`src/rtl/piccolo_iter_core.sv`:
```
// Iterative Piccolo-80/128 encryption core.
// UNROLL rounds per clock, valid/ready on both sides.
module piccolo_iter_core #(
  parameter int KEY_BITS = 128,
  parameter int UNROLL   = 4
) (
  input  logic                clk,
  input  logic                reset,
  input  logic                in_valid,
  output logic                in_ready,
  input  logic [63:0]         plaintext,
  input  logic [KEY_BITS-1:0] key,
  output logic                out_valid,
  input  logic                out_ready,
  output logic [63:0]         ciphertext,
  output logic                busy
);

  localparam int NR = (KEY_BITS == 80) ? 25 : 31;
  localparam int RW = 7;

  if (KEY_BITS != 80 && KEY_BITS != 128) begin : g_bad_key
    $error("piccolo_iter_core: KEY_BITS must be 80 or 128");
  end
  if (UNROLL < 1 || UNROLL > NR) begin : g_bad_unroll
    $error("piccolo_iter_core: UNROLL out of range");
  end

  typedef enum logic [1:0] {
    IDLE,
    RUN,
    DONE
  } state_t;

  state_t              state;
  logic [KEY_BITS-1:0] kreg;
  logic [63:0]         x;
  logic [RW-1:0]       r;
  logic [63:0]         nx;

  function automatic logic [3:0] sb(input logic [3:0] a);
    unique case (a)
      4'h0: sb = 4'he;
      4'h1: sb = 4'h4;
      4'h2: sb = 4'hb;
      4'h3: sb = 4'h2;
      4'h4: sb = 4'h3;
      4'h5: sb = 4'h8;
      4'h6: sb = 4'h0;
      4'h7: sb = 4'h9;
      4'h8: sb = 4'h1;
      4'h9: sb = 4'ha;
      4'ha: sb = 4'h7;
      4'hb: sb = 4'hf;
      4'hc: sb = 4'h6;
      4'hd: sb = 4'hc;
      4'he: sb = 4'h5;
      default: sb = 4'hd;
    endcase
  endfunction

  // GF(2^4) doubling, x^4 = x + 1
  function automatic logic [3:0] m2(input logic [3:0] a);
    m2 = {a[2:0], 1'b0} ^ {2'b00, a[3], a[3]};
  endfunction

  function automatic logic [15:0] ff(input logic [15:0] a);
    logic [3:0] s0, s1, s2, s3;
    logic [3:0] y0, y1, y2, y3;
    s0 = sb(a[15:12]);
    s1 = sb(a[11:8]);
    s2 = sb(a[7:4]);
    s3 = sb(a[3:0]);
    y0 = m2(s0) ^ m2(s1) ^ s1 ^ s2 ^ s3;
    y1 = s0 ^ m2(s1) ^ m2(s2) ^ s2 ^ s3;
    y2 = s0 ^ s1 ^ m2(s2) ^ m2(s3) ^ s3;
    y3 = m2(s0) ^ s0 ^ s1 ^ s2 ^ m2(s3);
    ff = {sb(y0), sb(y1), sb(y2), sb(y3)};
  endfunction

  function automatic logic [63:0] rp(input logic [63:0] s);
    rp = {s[47:40], s[7:0], s[31:24], s[55:48],
          s[15:8], s[39:32], s[63:56], s[23:16]};
  endfunction

  function automatic logic [15:0] wd(
    input logic [KEY_BITS-1:0] k,
    input int                  j
  );
    wd = 16'(k >> (KEY_BITS - 16 - 16 * j));
  endfunction

  // 128-bit schedule: word index after the
  // (n+2)/8 cumulative key-word permutations
  function automatic int kidx(input int n);
    int idx;
    int m;
    idx = (n + 2) % 8;
    m   = (n + 2) / 8;
    for (int t = 0; t < 8; t++) begin
      if (t < m) begin
        case (idx)
          0: idx = 2;
          1: idx = 1;
          2: idx = 6;
          3: idx = 7;
          4: idx = 0;
          5: idx = 3;
          6: idx = 4;
          default: idx = 5;
        endcase
      end
    end
    kidx = idx;
  endfunction

  function automatic logic [31:0] con(input int i);
    logic [4:0]  c;
    logic [31:0] base;
    c    = 5'(i + 1);
    base = (KEY_BITS == 80) ? 32'h0f1e2d3c
                            : 32'h6547a98b;
    con  = {c, 5'd0, c, 2'd0, c, 5'd0, c} ^ base;
  endfunction

  function automatic logic [31:0] rkp(
    input logic [KEY_BITS-1:0] k,
    input int                  i
  );
    logic [31:0] kk;
    if (KEY_BITS == 80) begin
      case (i % 5)
        0, 2:    kk = {wd(k, 2), wd(k, 3)};
        1, 4:    kk = {wd(k, 0), wd(k, 1)};
        default: kk = {wd(k, 4), wd(k, 4)};
      endcase
    end else begin
      kk = {wd(k, kidx(2 * i)),
            wd(k, kidx(2 * i + 1))};
    end
    rkp = con(i) ^ kk;
  endfunction

  function automatic logic [63:0] rnd(
    input logic [63:0] s,
    input logic [31:0] rk,
    input logic        last
  );
    logic [63:0] t;
    t          = s;
    t[47:32]   = s[47:32] ^ ff(s[63:48]) ^ rk[31:16];
    t[15:0]    = s[15:0] ^ ff(s[31:16]) ^ rk[15:0];
    rnd        = last ? t : rp(t);
  endfunction

  function automatic logic [63:0] wi(
    input logic [63:0]         p,
    input logic [KEY_BITS-1:0] k
  );
    logic [15:0] w0, w1;
    w0 = wd(k, 0);
    w1 = wd(k, 1);
    wi = {p[63:48] ^ {w0[15:8], w1[7:0]},
          p[47:32],
          p[31:16] ^ {w1[15:8], w0[7:0]},
          p[15:0]};
  endfunction

  function automatic logic [63:0] wo(
    input logic [63:0]         s,
    input logic [KEY_BITS-1:0] k
  );
    logic [15:0] w4, wa;
    w4 = wd(k, 4);
    wa = wd(k, (KEY_BITS == 80) ? 3 : 7);
    wo = {s[63:48] ^ {w4[15:8], wa[7:0]},
          s[47:32],
          s[31:16] ^ {wa[15:8], w4[7:0]},
          s[15:0]};
  endfunction

  // Stages past round NR-1 pass the state through
  for (genvar g = 0; g < UNROLL; g++) begin : g_st
    logic [RW-1:0] ri;
    logic [63:0]   si;
    logic [63:0]   so;
    assign ri = r + RW'(g);
    if (g == 0) begin : g_in
      assign si = x;
    end else begin : g_lnk
      assign si = g_st[g-1].so;
    end
    assign so = (ri < RW'(NR))
              ? rnd(si, rkp(kreg, int'(ri)),
                    ri == RW'(NR - 1))
              : si;
  end

  assign nx = g_st[UNROLL-1].so;

  always_ff @(posedge clk) begin
    if (reset) begin
      state      <= IDLE;
      in_ready   <= 1'b0;
      out_valid  <= 1'b0;
      busy       <= 1'b0;
      ciphertext <= '0;
      kreg       <= '0;
      x          <= '0;
      r          <= '0;
    end else begin
      unique case (state)
        IDLE: begin
          if (in_valid && in_ready) begin
            kreg     <= key;
            x        <= wi(plaintext, key);
            r        <= '0;
            in_ready <= 1'b0;
            busy     <= 1'b1;
            state    <= RUN;
          end else begin
            in_ready <= 1'b1;
          end
        end
        RUN: begin
          if (r >= RW'(NR)) begin
            ciphertext <= wo(x, kreg);
            out_valid  <= 1'b1;
            busy       <= 1'b0;
            state      <= DONE;
          end else begin
            x <= nx;
            r <= r + RW'(UNROLL);
          end
        end
        DONE: begin
          if (out_ready) begin
            out_valid <= 1'b0;
            state     <= IDLE;
          end
        end
        default: state <= IDLE;
      endcase
    end
  end

endmodule

```
`config.mk`:
```
export PLATFORM = sky130hd
export DESIGN_NAME = piccolo_iter_core
export DESIGN_NICKNAME = d
export VERILOG_FILES = /design/src/rtl/piccolo_iter_core.sv
export SDC_FILE = /design/constraint.sdc
export NUM_CORES = 2
export LEC_CHECK = 0
export ABC_CLOCK_PERIOD_IN_PS = 13500
export CAP_MARGIN = 30
export CORE_MARGIN = 5
export CORE_UTILIZATION = 45
export CTS_BUF_LIST = sky130_fd_sc_hd__clkbuf_16
export DETAILED_ROUTE_END_ITERATION = 7
export PLACE_DENSITY_LB_ADDON = 0.05
export SETUP_SLACK_MARGIN = 0.3
export SYNTH_ARGS = -nofsm -noshare
export SYNTH_HDL_FRONTEND = slang
export SYNTH_SLANG_ARGS = --single-unit
```
`constraint.sdc`:
```
create_clock -name clk -period 13.5 [get_ports clk]
set_input_delay 4.05 -clock clk [delete_from_list [all_inputs] [get_ports clk]]
set_output_delay 4.05 -clock clk [all_outputs]
set_load 0.05 [all_outputs]
```
======== Word-level counts from Yosys, hierarchy flattened ========
Memories as Yosys holds them, arrays and structs flattened. A register that Yosys moved wholly into a read port is not among the register bits.
Cells that the tools add are included.
word-level totals
  register bits ........................... 268
  memory bits (read-only) ................. 4096
  output and inout port bits .............. 67
  word-level logic and storage cells ...... 1026
  memories kept ........................... 64
memories
  memory            depth  width  read ports  clocked after memory_dff  write ports  line  source
  (no name shown)   16     4      1           0                         0            42    unique case (a)
  (no name shown)   16     4      1           0                         0            42
  (no name shown)   16     4      1           0                         0            42
  (no name shown)   16     4      1           0                         0            42
  (no name shown)   16     4      1           0                         0            42
  (no name shown)   16     4      1           0                         0            42
  58 more memories  --     --     --          --                        --           --
operators by class
  $add $sub $neg .......................... 36
  magnitude comparators ................... 69
  equal/unequal tests ..................... 394
  shift operators ......................... 8
  mux-type cells .......................... 169
  bitwise gates (word level) .............. 196
  reductions and logical operators ........ 82
operators by type and width
  operator                 count
  $eq A32 B3 Y1 const B    192
  $eq A32 B2 Y1 const B    128
  $eq A32 B1 Y1 const B    64
  $logic_not A32 Y1        64
  $mux W32                 56
  $pmux W3 S7              64
  $lt A4 B32 Y1 const A    32
  $shr A128 B32 Y16        8
  $mux W64                 10
  $lt A3 B32 Y1 const A    16
  $xor A4 B4 Y4            128
  $xor A16 B16 Y16         20
  $add A32 B1 Y32          8
  $lt A1 B32 Y1 const A    8
  $lt A2 B32 Y1 const A    8
  $sub A8 B32 Y32 const A  8
  $mux W28                 8
  $pmux W64 S2             1
  $xor A32 B32 Y32         4
  $xor A4 B2 Y4            32
  $mux W4                  16
  $not A16 Y16             4
  $add A9 B2 Y10 const B   4
  $add A8 B1 Y9 const B    4
  24 further kinds         67

======== Longest topological paths before layout ========
An unclocked memory read counts as a cell.
  depth in word-level cells ............... 71
  gate-level depth with buffers ........... 69
  gate-level depth less buffers ........... 64

======== Least setup slack after synthesis ========
No wires, ideal clock.
  path type ............................... reg2reg
  from .................................... register r[2]
  to ...................................... register (tool-made name)
  setup time .............................. 0.125 ns
  data arrival time ....................... 12.082 ns
  setup slack ............................. 1.292 ns
  cell stages (with the launch flop) ...... 59
  path buffers ............................ 3
  path through ............................ dfxtp_1 -> clkbuf_1 -> clkinv_1 -> ha_1 -> buf_2 -> nand2b_1 -> a221o_1 -> or2_4 -> buf_6 -> a31oi_1 -> xnor3_1 -> o21bai_1 -> inv_1 -> ha_1 -> inv_1 -> o21ai_0 -> o22ai_1 -> xor2_1 -> [23 not listed] -> a311oi_1 -> a211oi_1 -> a311oi_2 -> xnor2_1 -> xnor3_1 -> xnor2_2 -> inv_2 -> ha_1 -> mux2_1 -> a221oi_2 -> xnor2_1 -> a21oi_1 -> a21o_2 -> inv_1 -> ha_1 -> inv_1 -> mux2i_1 -> mux2i_1
RTL lines
  item                      line  source
  start: declaration        38    logic [RW-1:0] r;
  start signal: assignment  233   r <= r + RW'(UNROLL);

==> impl_metrics.tcl <==
set metrics [dict create \
    outcome "finished, final reports clean" \
    finalSetupViolCount 0 \
    synth_top_cell_by_area "dfxtp_1" \
    syn2layout_area_growth_pct 18.2 \
    r2r_slack_ps 670 \
    synth_fp_nets 5174 \
    portBuffers 262 \
    ant_nets 0 \
    overflow 0 \
    clkSinkCount 298 \
    synth_edf_count 0 \
    synthCells 4787 \
    arrival_ps 13380 \
    row_count 106 \
    grt_pass1_wl_um 262000 \
    ys_seq_elements 298 \
    critical_path_class "register to register" \
    required_ps 14050 \
    gp_congestion 1.10 \
    antenna_found_initial 13 \
    critPathBufInv 9 \
    end_kind "register" \
    final.period_utilization 0.950 \
    clk_pin_slew_ps 60 \
    initial_core_util 0.452 \
    wl_per_cell_um 30.9 \
    final-hold-violation-count 0 \
    slowest_stage "mux4_2" \
    finalCriticalPeriod_ps 12830 \
    syn-cell-area_mm2 0.0376 \
    cts_buffer_depth 3 \
    dpl.hpwl_um 152000 \
    worst_slew_pin_slew_ps 1090 \
    skew_ps 41.9 \
    synthDistinctLibCells 138 \
    grt_use_total 0.405 \
    die_area_mm2 0.0893 \
    drt-vias-per-instance 6.24 \
    routed_wl_um 191000 \
    core_mm2 0.0832 \
    cp_common_cell "ha_1" \
    drive_gt1_frac 0.131 \
    drc 0 \
    max_stage_delay_ps 560 \
    grt_pass1_vias 34900 \
    dr.pass1.iters 7 \
    rsz0062_at_grt "yes" \
    clk_latency_ps 620 \
    boundaryPins 263 \
    ys_seq_area_frac 0.159 \
    fmax_ghz 0.0779 \
    root_buffer "clkbuf_16" \
    cts_tree "done" \
    synth_top_cell_area_share 0.159 \
    min-delay-path-class "register to register" \
    synth_ff_type "dfxtp_1" \
    drt-initial-drc-count 4974 \
    crit_path_max_fanout 13 \
    grt_max_degree 100 \
    yosys_warnings 0 \
    num_vias 38500 \
    htree_levels 2 \
    die_h_um 299 \
    netlist_top_cells_area "dfxtp_1, xnor2_1, nand2_1, xnor3_1, ha_1" \
    die_w_um 299 \
    cap_violations 0 \
    final_nets 5442 \
    numCtsBuffers 40 \
    slew_headroom 0.266 \
    utilization 0.534 \
    syn_avg_cell_area_um2 7.85 \
    synthArstFlopShare 0 \
    crit_path_start_kind "register" \
    critPathTopFamily "XOR/XNOR gates" \
    maxSlewViolCount 0 \
]
[layer usage]
layer | share of wire | up-vias | global-route usage
met1 | 0.39 | 18400 | 0.529
met5 | 0.00021 | - | 0
met4 | 0.077 | 6 | 0.243
met3 | 0.11 | 488 | 0.0958
met2 | 0.42 | 2277 | 0.607
li1 | - | 17300 | -
[cell usage in the layout (no fill, tap or decap), drive strengths merged, types with 122 or more instances in the layout]
cell type / n
ha: 191
o21ai: 177
xor2: 171
mux2i: 137
xnor3: 122
xnor2: 499
clkdlybuf4s50: 261
a21oi: 352
nor2: 386
dfxtp: 298
a211oi: 134
nand2: 760
buf: 238
inv: 183
[layout make-up]
cell class / count / area (µm²)
inverters: 183 / 696
repair buffers: 503 / 4500
well taps: 1080 / 1350
clock inverters: 33 / 357
clock buffers: 40 / 1000
flip-flops and latches: 298 / 5970
diodes: 6 / 15.0
multi-input cells: 4029 / 30500
fillers: 8068 / 38800
[final timing paths]
kind,start,endpoint,cells after the start
max,r[3],register,51
min,ciphertext[33],ciphertext[33],2
max reg2reg,r[3],register,51
min reg2reg,ciphertext[33],ciphertext[33],2
[logic make-up after synthesis]
logic type / count (synthesis) / synth area share
DFF: 298 / 0.159
buffers and inverters: 460 / 0.0498
and+or+nand+nor: 1658 / 0.200
muxes: 168 / 0.0477
xor gates and xnor gates: 819 / 0.258
adders and majority gates: 192 / 0.0639
AOI/OAI and AO/OA: 1192 / 0.222
[worst reg2reg max path, delay by kind of cell, from the launching register on]
kind | cells | cell delay, ps
buffers and inverters | 9 | 1670
adders and majority gates | 7 | 1660
and+or+nand+nor | 7 | 1530
xor gates and xnor gates | 10 | 2970
muxes | 7 | 1640
DFF | 1 | 350
AOI/OAI and AO/OA | 11 | 2970
[per-stage QoR]
stage / hold WS, ps / worst slack [ps] / setup TNS (ps) / std cells / instance area, µm²
after floorplan: 436 / 1290 / 0 / 4787 / 37600
after global placement: 444 / -258 / -355 / 6058 / 42000
after detailed placement: 446 / -204 / -244 / 6060 / 42100
after CTS: 455 / 312 / 0 / 6139 / 43500
after global routing: 476 / 222 / 0 / 6166 / 44400
final: 455 / 671 / 0 / 6172 / 44400
[cell usage after synthesis (18+ instances only)]
| master | n |
|---|---|
| o21ai_1 | 32 |
| inv_1 | 158 |
| dfxtp_1 | 298 |
| ha_1 | 191 |
| buf_2 | 46 |
| inv_2 | 18 |
| o21ai_0 | 140 |
| xnor2_2 | 34 |
| o21a_1 | 25 |
| xnor2_1 | 462 |
| xor2_1 | 156 |
| nor3_1 | 97 |
| mux2_2 | 25 |
| and2_1 | 71 |
| nand3_1 | 76 |
| nor4_1 | 22 |
| nor2_1 | 379 |
| o221ai_1 | 19 |
| nand2_1 | 758 |
| a21oi_1 | 341 |
| clkbuf_1 | 185 |
| mux2i_1 | 132 |
| nor2b_1 | 27 |
| buf_1 | 30 |
| a31oi_1 | 107 |
| nand2b_1 | 39 |
| a211oi_1 | 124 |
| o211ai_1 | 61 |
| a311oi_1 | 21 |
| xnor3_1 | 113 |
| a21o_1 | 28 |
| xor3_1 | 26 |
| and3_1 | 57 |
| o22ai_1 | 26 |
| or3_1 | 26 |
[what timing repair did]
action,4_1_cts,5_1_grt
buffers inserted,6,23
gates cloned,0,0
resized for setup,9,114
endpoints found under the setup margin,19,38
hold buffers,0,0
pin swaps,3,28
Power is left out: the tool's default activity adds up to more than one toggle a clock period on the data nets, which glitch-free logic cannot reach.
